===== config.mk =====
export PLATFORM = sky130hd
export DESIGN_NAME = ubfly_s2b_acc_flat
export DESIGN_NICKNAME = d
export VERILOG_FILES = /design/src/rtl/ubfly_s2b_acc_if.sv /design/src/rtl/ubfly_s2b_acc.sv /design/src/flat_wrapper.sv
export SDC_FILE = /design/constraint.sdc
export NUM_CORES = 1
export LEC_CHECK = 0
export CORE_ASPECT_RATIO = 1.4
export CORE_MARGIN = 3
export CORE_UTILIZATION = 50
export CTS_CLUSTER_SIZE = 8
export DETAILED_ROUTE_END_ITERATION = 6
export PLACE_DENSITY = 0.72
export SLEW_MARGIN = 10
export SYNTH_ARGS = -nofsm -noshare
export SYNTH_HDL_FRONTEND = slang
export SYNTH_SLANG_ARGS = --single-unit

===== constraint.sdc =====
create_clock -name iClk -period 3.1 [get_ports iClk]
set_clock_uncertainty 0.1 [all_clocks]
set_input_delay 0.62 -clock iClk [delete_from_list [all_inputs] [get_ports iClk]]
set_output_delay 0.62 -clock iClk [all_outputs]
set_load 0.02 [all_outputs]

===== src/rtl/ubfly_s2b_acc_if.sv =====
// rtl/ubfly_s2b_acc_if.sv - bitstream inputs and binary result outputs of the capture stage
//
// master: drives iEn/iClr/iStart and the four butterfly bitstreams, reads results.
// slave : the capture stage itself.
//   iEn                    cycle enable
//   iClr                   synchronous clear
//   iStart                 capture request (IDLE only)
//   iReal0/iImg0/iReal1/iImg1  butterfly output bitstreams
//   oReal0/oImg0/oReal1/oImg1  offset-binary counts, BITWIDTH bits
//   oValid                 one-cycle result strobe
//   oBusy                  high while skipping or accumulating
interface ubfly_s2b_acc_if #(
    parameter int BITWIDTH = 8
);
    logic                iEn;
    logic                iClr;
    logic                iStart;
    logic                iReal0;
    logic                iImg0;
    logic                iReal1;
    logic                iImg1;
    logic [BITWIDTH-1:0] oReal0;
    logic [BITWIDTH-1:0] oImg0;
    logic [BITWIDTH-1:0] oReal1;
    logic [BITWIDTH-1:0] oImg1;
    logic                oValid;
    logic                oBusy;

    modport master (
        output iEn, iClr, iStart, iReal0, iImg0, iReal1, iImg1,
        input  oReal0, oImg0, oReal1, oImg1, oValid, oBusy
    );

    modport slave (
        input  iEn, iClr, iStart, iReal0, iImg0, iReal1, iImg1,
        output oReal0, oImg0, oReal1, oImg1, oValid, oBusy
    );
endinterface


===== src/rtl/ubfly_s2b_acc.sv =====
// rtl/ubfly_s2b_acc.sv - counts ones of four butterfly bitstreams over a 2^BITWIDTH window
//
// Ports:
//   iClk   clock
//   iRstN  asynchronous active-low reset
//   bus    ubfly_s2b_acc_if slave: enable/clear/start, four input bitstreams,
//          four saturated offset-binary counts, oValid strobe, oBusy
module ubfly_s2b_acc #(
    parameter int BITWIDTH = 8,
    parameter int DELAY    = 2,
    parameter int CONT     = 0
) (
    input  logic            iClk,
    input  logic            iRstN,
    ubfly_s2b_acc_if.slave  bus
);
    typedef enum logic [1:0] {
        IDLE = 2'd0,
        SKIP = 2'd1,
        ACC  = 2'd2,
        DONE = 2'd3
    } state_t;

    localparam int SKW = (DELAY > 1) ? $clog2(DELAY) : 1;
    localparam logic [SKW-1:0]    SKIP_LAST = SKW'((DELAY > 0) ? DELAY - 1 : 0);
    localparam logic [BITWIDTH:0] WIN_LAST  = (BITWIDTH + 1)'((1 << BITWIDTH) - 1);

    // A fresh start goes straight to ACC when there is no pipeline fill to skip.
    localparam state_t FIRST_STATE = (DELAY == 0) ? ACC : SKIP;

    state_t                      state_q, state_d;
    logic [SKW-1:0]              skip_cnt_q, skip_cnt_d;
    logic [BITWIDTH:0]           win_cnt_q, win_cnt_d;
    logic [3:0][BITWIDTH:0]      acc_q, acc_d;
    logic [3:0][BITWIDTH-1:0]    res_q, res_d;
    logic [3:0]                  in_bits;

    assign in_bits = {bus.iImg1, bus.iReal1, bus.iImg0, bus.iReal0};

    // A full window of ones gives N, which does not fit; clamp to N-1.
    function automatic logic [BITWIDTH-1:0] sat(input logic [BITWIDTH:0] a);
        return a[BITWIDTH] ? {BITWIDTH{1'b1}} : a[BITWIDTH-1:0];
    endfunction

    always_comb begin
        state_d    = state_q;
        skip_cnt_d = skip_cnt_q;
        win_cnt_d  = win_cnt_q;
        acc_d      = acc_q;
        res_d      = res_q;

        if (bus.iClr) begin
            state_d    = IDLE;
            skip_cnt_d = '0;
            win_cnt_d  = '0;
            acc_d      = '0;
            res_d      = '0;
        end else begin
            case (state_q)
                IDLE: begin
                    if (bus.iStart) begin
                        state_d    = FIRST_STATE;
                        skip_cnt_d = '0;
                        win_cnt_d  = '0;
                        acc_d      = '0;
                    end
                end
                SKIP: begin
                    if (bus.iEn) begin
                        skip_cnt_d = skip_cnt_q + 1'b1;
                        if (skip_cnt_q == SKIP_LAST) begin
                            state_d = ACC;
                        end
                    end
                end
                ACC: begin
                    if (bus.iEn) begin
                        for (int i = 0; i < 4; i++) begin
                            acc_d[i] = acc_q[i] + {{BITWIDTH{1'b0}}, in_bits[i]};
                        end
                        win_cnt_d = win_cnt_q + 1'b1;
                        // Results are latched on the last window cycle so they are
                        // already on the outputs during the DONE strobe.
                        if (win_cnt_q == WIN_LAST) begin
                            state_d = DONE;
                            for (int i = 0; i < 4; i++) begin
                                res_d[i] = sat(acc_d[i]);
                            end
                        end
                    end
                end
                DONE: begin
                    if (CONT != 0) begin
                        state_d    = FIRST_STATE;
                        skip_cnt_d = '0;
                        win_cnt_d  = '0;
                        acc_d      = '0;
                    end else begin
                        state_d = IDLE;
                    end
                end
                default: state_d = IDLE;
            endcase
        end
    end

    always_ff @(posedge iClk or negedge iRstN) begin
        if (!iRstN) begin
            state_q    <= IDLE;
            skip_cnt_q <= '0;
            win_cnt_q  <= '0;
            acc_q      <= '0;
            res_q      <= '0;
        end else begin
            state_q    <= state_d;
            skip_cnt_q <= skip_cnt_d;
            win_cnt_q  <= win_cnt_d;
            acc_q      <= acc_d;
            res_q      <= res_d;
        end
    end

    assign bus.oReal0 = res_q[0];
    assign bus.oImg0  = res_q[1];
    assign bus.oReal1 = res_q[2];
    assign bus.oImg1  = res_q[3];
    assign bus.oValid = (state_q == DONE);
    assign bus.oBusy  = (state_q == SKIP) || (state_q == ACC);
endmodule


===== src/flat_wrapper.sv =====
// flat-port wrapper written by rule: the top's interface ports become plain ports
module ubfly_s2b_acc_flat 
#(
    parameter int BITWIDTH = 8,
    parameter int DELAY    = 2,
    parameter int CONT     = 0
)
  (iClk, iRstN, bus_iEn, bus_iClr, bus_iStart, bus_iReal0, bus_iImg0, bus_iReal1, bus_iImg1, bus_oReal0, bus_oImg0, bus_oReal1, bus_oImg1, bus_oValid, bus_oBusy);
  ubfly_s2b_acc_if #(.BITWIDTH(BITWIDTH)) bus_i ();
  input  logic iClk;
  input  logic iRstN;
  input wire logic [$bits(bus_i.iEn)-1:0] bus_iEn;
  input wire logic [$bits(bus_i.iClr)-1:0] bus_iClr;
  input wire logic [$bits(bus_i.iStart)-1:0] bus_iStart;
  input wire logic [$bits(bus_i.iReal0)-1:0] bus_iReal0;
  input wire logic [$bits(bus_i.iImg0)-1:0] bus_iImg0;
  input wire logic [$bits(bus_i.iReal1)-1:0] bus_iReal1;
  input wire logic [$bits(bus_i.iImg1)-1:0] bus_iImg1;
  output wire logic [$bits(bus_i.oReal0)-1:0] bus_oReal0;
  output wire logic [$bits(bus_i.oImg0)-1:0] bus_oImg0;
  output wire logic [$bits(bus_i.oReal1)-1:0] bus_oReal1;
  output wire logic [$bits(bus_i.oImg1)-1:0] bus_oImg1;
  output wire logic [$bits(bus_i.oValid)-1:0] bus_oValid;
  output wire logic [$bits(bus_i.oBusy)-1:0] bus_oBusy;
  assign bus_i.iEn = bus_iEn;
  assign bus_i.iClr = bus_iClr;
  assign bus_i.iStart = bus_iStart;
  assign bus_i.iReal0 = bus_iReal0;
  assign bus_i.iImg0 = bus_iImg0;
  assign bus_i.iReal1 = bus_iReal1;
  assign bus_i.iImg1 = bus_iImg1;
  assign bus_oReal0 = bus_i.oReal0;
  assign bus_oImg0 = bus_i.oImg0;
  assign bus_oReal1 = bus_i.oReal1;
  assign bus_oImg1 = bus_i.oImg1;
  assign bus_oValid = bus_i.oValid;
  assign bus_oBusy = bus_i.oBusy;
  ubfly_s2b_acc #(.BITWIDTH(BITWIDTH), .DELAY(DELAY), .CONT(CONT)) u_core (.iClk(iClk), .iRstN(iRstN), .bus(bus_i));
endmodule

==> results of run 1 <==
metrics by stage:
step / std cells / setup WS [ns] / hold WS (ns)
finish: 572 / 0.293 / 0.114
global route: 572 / 0.133 / 0.140
CTS: 572 / 0.270 / 0.118
detailed placement: 557 / 0.217 / 0.380
global placement: 557 / 0.269 / 0.365
floorplan: 429 / 0.629 / 0.224
layout make-up:
| class | instances | share of cell area |
|---|---|---|
| clock inverter | 5 | 0.0216 |
| sequential | 80 | 0.407 |
| multi-input combinational | 318 | 0.411 |
| tap | 100 | 0.0254 |
| inverter | 5 | 0.00381 |
| timing repair buffer | 54 | 0.106 |
| clock buffer | 10 | 0.0259 |
state kept, by name, indices dropped and copies added, names as in the netlist:
signal             cells
u_core.skip_cnt_q      1
u_core.state_q         2
u_core.win_cnt_q       9
u_core.acc_q          36
u_core.bus.oReal0      8
u_core.bus.oReal1      8
u_core.bus.oImg1       8
u_core.bus.oImg0       8
cells in the mapped netlist (all sizes together) (2+ instances only):
cell type and count:
a21o 4, a21oi 11, a22oi 17, a31oi 7
and2 4, and3 14, and4 7, buf 13
clkbuf 13, dfrtp 80, ha 14, inv 5
mux2i 5, nand2 78, nand2b 3, nand3 13
nand4 2, nor2 16, nor2b 2, nor3b 4
o211ai 15, o21ai 44, o21bai 4, o31ai 21
or3 2, xnor2 6, xor2 19
critical path, delay by kind of cell, from the launching register on:
kind,cells,cell delay (ns)
AND/OR/NAND/NOR,5,1.26
adder cells (fa/ha/maj),2,0.48
flip-flops,1,0.41
multiplexers,1,0.30
AO/OA/AOI/OAI,1,0.14
per-layer routing:
| layer | global-route usage | up-vias |
|---|---|---|
| li1 | - | 1616 |
| met1 | 0.251 | 1598 |
| met2 | 0.353 | 62 |
| met3 | 0.0426 | 15 |
| met4 | 0.0927 | 0 |
| met5 | 0 | - |
cells in the final DEF (no fill, tap or decap), types with 5 or more instances in the layout:
cell             synthesis  routed
dfrtp_1                 80      80
nand2_1                 78      78
o21ai_0                 44      44
clkdlybuf4s50_1          0      41
o31ai_1                 21      21
xor2_1                  19      19
a22oi_1                 17      17
nor2_1                  16      16
o211ai_1                15      15
and3_1                  14      14
ha_1                    14      14
nand3_1                 13      13
buf_4                    2      12
a21oi_1                 11      11
clkbuf_8                 0       9
and4_1                   6       6
xnor2_1                  6       6
inv_1                    5       5
a31oi_1                  6       5
worst max path at each step:
stage	startpoint	to	slack (ns)	depth (start not counted)
finish	u_core.win_cnt_q[0]	u_core.bus.oReal1[3]	0.29	9
global route	u_core.win_cnt_q[0]	u_core.bus.oReal1[7]	0.13	9
CTS	u_core.win_cnt_q[0]	u_core.bus.oReal1[3]	0.27	9
detailed placement	bus_iReal0	u_core.bus.oReal0[6]	0.22	7
global placement	bus_iImg1	u_core.bus.oImg1[6]	0.27	7
floorplan	u_core.win_cnt_q[0]	u_core.bus.oReal1[3]	0.63	10
cells by family after synthesis:
kind of cell,after synthesis,share of synthesized area
compound gates,125,0.195
buf+inv,31,0.0334
xor+xnor,25,0.0527
flops,80,0.481
mux,5,0.0241
simple gates,149,0.172
fa+ha+maj,14,0.0421
report_power, final:
group | switching (mW) | internal (mW) | total (mW)
Clock | 0.378 | 0.532 | 0.910
Sequential | 0.0199 | 1.06 | 1.08
Combinational | 0.283 | 0.155 | 0.438
==> results.py, run 1 <==
metrics = {
    "detailed_routing": {
        "via_count": 3291,
        "drc": 0,
        "met2_length_microns": 4500,
        "ant_nets": 0,
        "top_layer": "met4",
        "drt_iter0_drc": 160,
        "dr.pass1.iters": 4,
        "m1WireLength_microns": 4010,
        "dr_wl_met3_microns": 294,
        "vias_per_cell": 5.75,
        "wire_per_inst_microns": 15.7,
        "totalWireLength_microns": 8970,
    },
    "sta": {
        "maxSlewViolCount": 0,
        "fin_crit_ns": 2.81,
        "worstMarginPinSlew_ns": 0.641,
        "finalSetupViolations": 0,
        "hold_viol": 0,
        "fin_crit_sh": 0.905,
        "fmaxAchievable_mhz": 356,
        "relSlewSlack": 0.570,
        "rsz0062_at_grt": "false",
        "tns_ns": 0,
    },
    "clocking": {
        "insertion_delay_ns": 0.36,
        "cts.repair.resized": 0,
        "htreeDepth": 3,
        "cts_hold_buffers": 0,
        "cts_tree": "built",
        "cts_sinks": 80,
        "clockBufferDepth": 2,
        "path_clk_slew_ns": 0.08,
        "clockRootBuffer": "clkbuf_8",
        "cts_buffers": 9,
        "cts_setup_buffers": 0,
    },
    "logic_synthesis": {
        "yosysSeqAreaShare": 0.481,
        "syn-instance-count": 429,
        "syn-cell-area_sq_um": 4160,
        "synth_edf_count": 0,
        "ys.flop_type": "dfrtp_1",
        "syn_nets": 452,
        "ys_warn_count": 0,
        "yosysTopAreaCellShare": 0.481,
        "ys_types": 39,
        "post_synth.cell_area_avg_sq_um": 9.69,
        "yosysTopAreaCell": "dfrtp_1",
        "async_reset_ff_frac": 1.00,
        "ys_top_cells_by_area": "dfrtp_1 (48%), nand2_1 (7.0%), o21ai_0 (5.3%), ha_1 (4.2%), xor2_1 (4.0%)",
        "ys_ff_latch": 80,
    },
    "finish": {
        "diodes": 0,
        "post-route-util": 0.620,
        "fillers": 658,
        "multi_input_area_sq_um": 2020,
        "stdcell_area_sq_um": 4920,
        "seqCellArea_sq_um": 2000,
        "area.growth.synth_to_final_pct": 18.4,
        "fin_nets": 491,
        "drive_gt1_frac": 0.0742,
    },
    "worst_setup_path": {
        "cp_common_cell": "and3_1",
        "slowest_delay_ns": 0.50,
        "path_cells": "ha_1 -> and3_1 -> and3_1 -> and3_1 -> ha_1 -> nand4b_1 -> nor2_1 -> mux2i_4 -> o211ai_1",
        "cpMaxStageDelayCell": "nand4b_1",
        "ff2ff_path_depth": 9,
        "critPathArrivalTime_ns": 2.93,
        "crit_type": "flop to flop",
        "crit_fanout": 11,
        "reg2reg_slack_ns": 0.29,
        "end_kind": "flop",
        "setup.worst_path.start_class": "flop",
        "r2r-end": "u_core.bus.oReal1[3]",
        "cp.required_ns": 3.22,
        "r2r-start": "u_core.win_cnt_q[0]",
    },
    "floorplanning": {
        "die_h_microns": 114,
        "die_area_sq_um": 9460,
        "pin_count": 43,
        "die_w_microns": 83.1,
        "initial_core_util": 0.524,
        "coreArea_sq_um": 7940,
        "num_rows": 38,
    },
    "global_routing": {
        "grt_pass1_wl_microns": 15800,
        "grt_max_degree": 46,
        "grt-ovfl-total": 0,
        "grt_pass1_vias": 3383,
        "grt_usage": 0.206,
        "antenna_found_initial": 0,
    },
    "power": {
        "power_density_nw_per_um2": 494,
        "power.total_mw": 2.43,
        "p_leak_nw": 2.27,
        "ir_drop_mv": 0.301,
    },
    "placed_design": {
        "place.gp.congestion": 0.844,
        "postPlaceCellArea_sq_um": 4690,
        "hpwl_microns": 6180,
        "io_buffers": 42,
    },
    "outcome": {
        "status": "completed",
    },
    "hold_path": {
        "hp-class": "input pin to async pin",
    },
    "flow_run": {
        "drv_cap": 0,
    },
}
Note: power is estimated with default switching activity, not from simulation.
==> inputs of run 2 (changes only) <==
--- a/config.mk
+++ b/config.mk
@@ -10,6 +10,7 @@
 export CORE_UTILIZATION = 50
 export CTS_CLUSTER_SIZE = 8
 export DETAILED_ROUTE_END_ITERATION = 6
+export HOLD_SLACK_MARGIN = 0.06
 export PLACE_DENSITY = 0.72
 export SLEW_MARGIN = 10
 export SYNTH_ARGS = -nofsm -noshare
==> results of run 2 <==
No change in the layout: final DEF, timing and power equal those of run 1.
==> RTL change 1 (settings of run 1) <==
`DELAY` is set to 2 in 2 places; all go to 1.
--- a/src/rtl/ubfly_s2b_acc.sv
+++ b/src/rtl/ubfly_s2b_acc.sv
@@ -8,5 +8,5 @@
 module ubfly_s2b_acc #(
     parameter int BITWIDTH = 8,
-    parameter int DELAY    = 2,
+    parameter int DELAY    = 1,
     parameter int CONT     = 0
 ) (
--- a/src/flat_wrapper.sv
+++ b/src/flat_wrapper.sv
@@ -3,5 +3,5 @@
 #(
     parameter int BITWIDTH = 8,
-    parameter int DELAY    = 2,
+    parameter int DELAY    = 1,
     parameter int CONT     = 0
 )
Function: no difference found for any inputs over 10 cycles, from zero or initial values and one cycle with iRstN low; that may be too few to reach the edited logic, so the function may still have changed.
==> RTL change 1 against run 1 <==
Power down 5.6%. Maximum frequency is 0.55% higher. Global-route usage shrank 0.59 points. Final area shrank 1.3%. Wire length shrank 2.6%. Worst setup slack improved by 15 ps. Die area increased by 0.25%. Core utilization shrank 0.79 points. Sequential cell count did not move. Synthesized area up 0.27%. Critical endpoint is now u_core.bus.oReal0[7]. Largest power group unchanged.
==> RTL change 1: results (changes against run 1) <==
| Metric | Value |
|---|---|
| Synth cell types | 40 (+2.6%) |
| Pin count of the biggest net entering global routing | 81 (+76%) |
| Status | completed |
| Ys async rst share | 1.00 (unchanged) |
| Clock root cell | clkbuf_8 |
| Leakage | 2.24 nW (-1.1%) |
| Placer Congestion | 0.838 (-0.72%) |
| Gr usage total | 0.200 (-0.00590) |
| Peak supply drop | 390 uV (+30%) |
| Vias in the first global route | 3,338 (-1.3%) |
| NumNets Final | 490 (-0.20%) |
| CTS Buffer Depth | 2 (unchanged) |
| Seq/Total Area, Yosys | 0.480 (-0.00130) |
| Place WS | 232 ps (+15.2 ps) |
| Worst skew pair latency | 350 ps |
| R2R Path End | u_core.bus.oReal0[7] |
| First-pass GRT wire length | 15,400 um (-2.5%) |
| Commonest cells in the synthesized netlist | 80 x dfrtp_1, 77 x nand2_1, 43 x o21ai_0 |
| Layout cells sized above 1 | 0.0640 (-0.0102) |
| FF-to-FF setup slack | 310 ps (+20 ps) |
| Max-slew violation count | 0 (unchanged) |
| Largest regs | u_core.acc_q (36), u_core.win_cnt_q (9) |
| Setup crit start kind | register |
| Pre-antenna DRT Iters | 4 (unchanged) |
| Ys Warns | 0 (unchanged) |
| Fin crit share | 0.900 (-0.00495) |
| Worst Reg2Reg Path Length in Cells | 9 (unchanged) |
| Min-delay worst type | primary input to asynchronous set/reset pin |
| Mapped Nets | 453 (+0.22%) |
| Arr. time, crit path | 2900 ps (-30 ps) |
| Wire length per cell | 15.4 um (-2.1%) |
| Clock transition at the registers of the reported paths | 80 ps (about the same) |
| Setup Buffers After CTS | 0 (unchanged) |
| Total CTS buffers | 9 (unchanged) |
| H-tree Lvls | 3 (unchanged) |
| Global Route met1 Usage | 0.248 (-0.00284) |
| GR Layer Usage met2 | 0.347 (-0.00535) |
| Crit Reg-Reg Startpoint | u_core.win_cnt_q[0] |
| Worst Max-Slew Pin Slew | 974 ps (+333 ps) |
| Post-CTS sizing | 0 (unchanged) |
| Worst-path fanout max | 11 (unchanged) |
| Top cells by area, synth | dfrtp_1 48%, nand2_1 6.9%, o21ai_0 5.2%, ha_1 4.2%, xor2_1 4.0% |
| Post-DR vias/cell | 5.78 (+0.41%) |
| DP HPWL | 5950 um (-3.7%) |
| Initial antenna violation count | 0 (unchanged) |
| Met3 usage | 0.0347 (-0.00795) |
| DRT iter0 DRCs | 125 (-22%) |
| Min Hold Slack | 337 ps (+223 ps) |
| Buffers on Ports | 42 (unchanged) |
| # diodes | 0 (unchanged) |
RTL change 1: worst max path at each step:
stage | endpoint
finish | u_core.bus.oReal0[7]
global route | u_core.bus.oReal0[3]
CTS | u_core.bus.oImg1[6]
detailed placement | u_core.bus.oReal0[7]
global placement | u_core.bus.oReal0[3]
floorplan | u_core.bus.oReal1[3]
RTL change 1: metrics by stage:
| stage | instance area (um2) | power [mW] | std cells |
|---|---|---|---|
| 6_report | 4860 | 2.29 | 569 |
| 4_1_cts | 4860 | 2.31 | 569 |
| 3_3_place_gp | 4690 | 1.56 | 556 |
| 3_5_place_dp | 4690 | 1.58 | 556 |
| 2_1_floorplan | 4170 | 1.43 | 430 |
| 5_1_grt | 4860 | 2.41 | 569 |
RTL change 1: logic make-up after synthesis:
kind of cell | after synthesis | share of synthesized area
and+or+nand+nor | 148 | 0.170
AOI/OAI and AO/OA | 125 | 0.194
DFF | 80 | 0.480
buffers and inverters | 32 | 0.0342
xor gates and xnor gates | 25 | 0.0525
adders and majority gates | 14 | 0.0420
muxes | 6 | 0.0264
RTL change 1: critical path: stages, from the launching register on:
cell      delay (ps)
dfrtp_1          410
ha_1             230
and3_1           220
and3_1           200
and3_1           180
ha_1             240
nand4b_1         490
nor2_1           150
mux2i_4          290
o211ai_1         140
RTL change 1: final cells by class:
class                      count  area [um2]
clock inverter                 1        30.0
inverter                       6        22.5
fill                         680        3080
clock buffer                  12         145
tap                          100         125
sequential                    80        2000
timing repair buffer          52         505
multi-input combinational    318        2030
RTL change 1: report_power, final:
group          internal (mW)  switching [mW]
clock network          0.382           0.356
registers               1.07          0.0248
logic                  0.170           0.294
RTL change 1: routing by layer:
layer	vias to the layer above	share of wire	wire length [um]
met5	-	0	0
met4	0	0.016	137
met3	12	0.037	325
met2	71	0.50	4380
met1	1595	0.45	3900
li1	1609	-	-
==> RTL change 2 (config.mk and constraints of run 1) <==
Without the edit above. Take the reset off `res_q` and load it in a clocked block of its own.
--- a/src/rtl/ubfly_s2b_acc.sv
+++ b/src/rtl/ubfly_s2b_acc.sv
@@ -111,5 +111,4 @@
             win_cnt_q  <= '0;
             acc_q      <= '0;
-            res_q      <= '0;
         end else begin
             state_q    <= state_d;
@@ -117,6 +116,9 @@
             win_cnt_q  <= win_cnt_d;
             acc_q      <= acc_d;
-            res_q      <= res_d;
         end
+    end
+
+    always_ff @(posedge iClk) begin
+        res_q <= res_d;
     end
 
Function: no difference found for any inputs over 10 cycles, from zero or initial values and one cycle with iRstN low; that may be too few to reach the edited logic, so the function may still have changed.
==> RTL change 2 against run 1 <==
Wire length fell by 9.9%. First-iteration DRC count rose by 5.0%. Final cell count fell by 2.8%. Final area fell by 7.9%. Sequential share of layout area fell by 0.065 points. Power fell by 7.1%. Worst setup slack improved by 230 ps. Core utilization fell by 0.37 points. Synthesized area fell by 8.6%. Sequential cell count did not move. Critical endpoint is now bus_oBusy.
==> RTL change 2: results (changes against run 1) <==
| Metric | Value |
|---|---|
| CP max stage cell | clkdlybuf4s50_1 |
| Clock root cell | clkbuf_8 |
| Top FF cell, synth | dfrtp_1 |
| Buffers on Ports | 42 (unchanged) |
| Status | completed |
| Layout cells sized above 1 | 0.0654 (-0.00879) |
| Hold Violations, Final | 0 (unchanged) |
| Leakage | 1.89 nW (-17%) |
| Arr. time, crit path | 1860 ps (-1070 ps) |
| Pin count of the biggest net entering global routing | 36 (-22%) |
| Average cell area after synthesis | 9.25 um2 (-4.6%) |
| NumNets Final | 477 (-2.9%) |
| Commonest cells in the synthesized netlist | 68 x o21ai_0, 48 x dfrtp_1, 47 x nand2_1 |
| Seq/Total Area, Yosys | 0.485 (+0.00304) |
| First-pass GRT wire length | 14,300 um (-9.6%) |
| Ys Warns | 0 (unchanged) |
| Total CTS buffers | 9 (unchanged) |
| Place WS | 247 ps (+30.8 ps) |
| Setup Buffers After CTS | 0 (unchanged) |
| Placement Cell Area | 0.00433 mm2 (-7.6%) |
| Top cells by area, synth | dfrtp_1 32%, dfxtp_1 17%, o21ai_0 9.0%, a21oi_1 5.3%, nand2_1 4.6% |
| Vias in the first global route | 3,139 (-7.2%) |
| Largest regs | u_core.acc_q (36), u_core.win_cnt_q (9) |
| Non-Filler Instances | 556 (-2.8%) |
| Largest stage delay on the critical path | 600 ps (+100 ps) |
| # diodes | 0 (unchanged) |
| Gr usage total | 0.208 (+0.00224) |
| Ys async rst share | 0.600 (-0.400) |
| Peak supply drop | 295 uV (-2.1%) |
| Mapped Nets | 434 (-4.0%) |
| Placer Congestion | 0.813 (-3.8%) |
| Worst-path fanout max | 7 (-4) |
| DP HPWL | 5470 um (-12%) |
| Crit path max-delay family | buffers and inverters |
| Clock transition at the registers of the reported paths | 80 ps (about the same) |
| Worst skew pair latency | 340 ps (-20 ps) |
| Initial antenna violation count | 0 (unchanged) |
| Placed Cells incl. Taps | 540 (-3.1%) |
| DRT iter0 DRCs | 168 (+5.0%) |
| Wire length per cell | 14.6 um (-7.3%) |
| Post-DR vias/cell | 5.67 (-1.5%) |
| Post-CTS sizing | 0 (unchanged) |
| Synth cell types | 41 (+5.1%) |
| Worst Max-Slew Pin Slew | 607 ps (-34.5 ps) |
==> RTL change 2: layout make-up <==
type / count / area, um2
fillers: 635 / 2820
inverters: 13 / 48.8
flip-flops and latches: 80 / 1840
clock buffers: 15 / 199
well taps: 97 / 121
repair buffers: 51 / 495
multi-input cells: 299 / 1830
clock inverters: 1 / 5.00
==> RTL change 2: per-layer routing <==
layer  global-route usage  part of all wire  routed length [um]  vias up
met5                    0                 0                   0        -
met4               0.0835             0.019                 155        0
met3               0.0322             0.033                 270       12
met2                0.358              0.50                4080       63
met1                0.260              0.44                3580     1533
li1                     -                 -                   -     1542
==> RTL change 2: power by group <==
part / internal, mW / switching, mW / total (mW) / leakage, nW
sequential: 1.06 / 0.0259 / 1.08 / 0.926
clock: 0.411 / 0.357 / 0.768 / 0.104
combinational: 0.153 / 0.252 / 0.405 / 0.862
==> RTL change 2: final timing paths <==
| path | startpoint | end | slack, ps | cells past startpoint |
|---|---|---|---|---|
| worst max register to register | u_core.state_q[0] | u_core.acc_q[5] | 590 | 6 |
| worst min register to register | u_core.win_cnt_q[8] | u_core.win_cnt_q[8] | 380 | 2 |
| max in group asynchronous | iRstN | u_core.acc_q[21] | 2060 | 2 |
| worst min-delay path | iRstN | u_core.win_cnt_q[4] | 70 | 1 |
| worst max-delay path | u_core.state_q[0] | bus_oBusy | 520 | 3 |
| min in group iClk | u_core.win_cnt_q[8] | u_core.win_cnt_q[8] | 380 | 2 |
==> RTL change 2: cells by family (layout without fill, tap and decap cells) <==
group	Yosys count	in the layout	share of synthesized area
muxes	1	1	0.00263
DFF	80	80	0.485
adders and majority gates	14	14	0.0461
AOI/OAI and AO/OA	144	144	0.215
buffers and inverters	32	80	0.0355
and+or+nand+nor	115	115	0.159
xor gates and xnor gates	25	25	0.0576
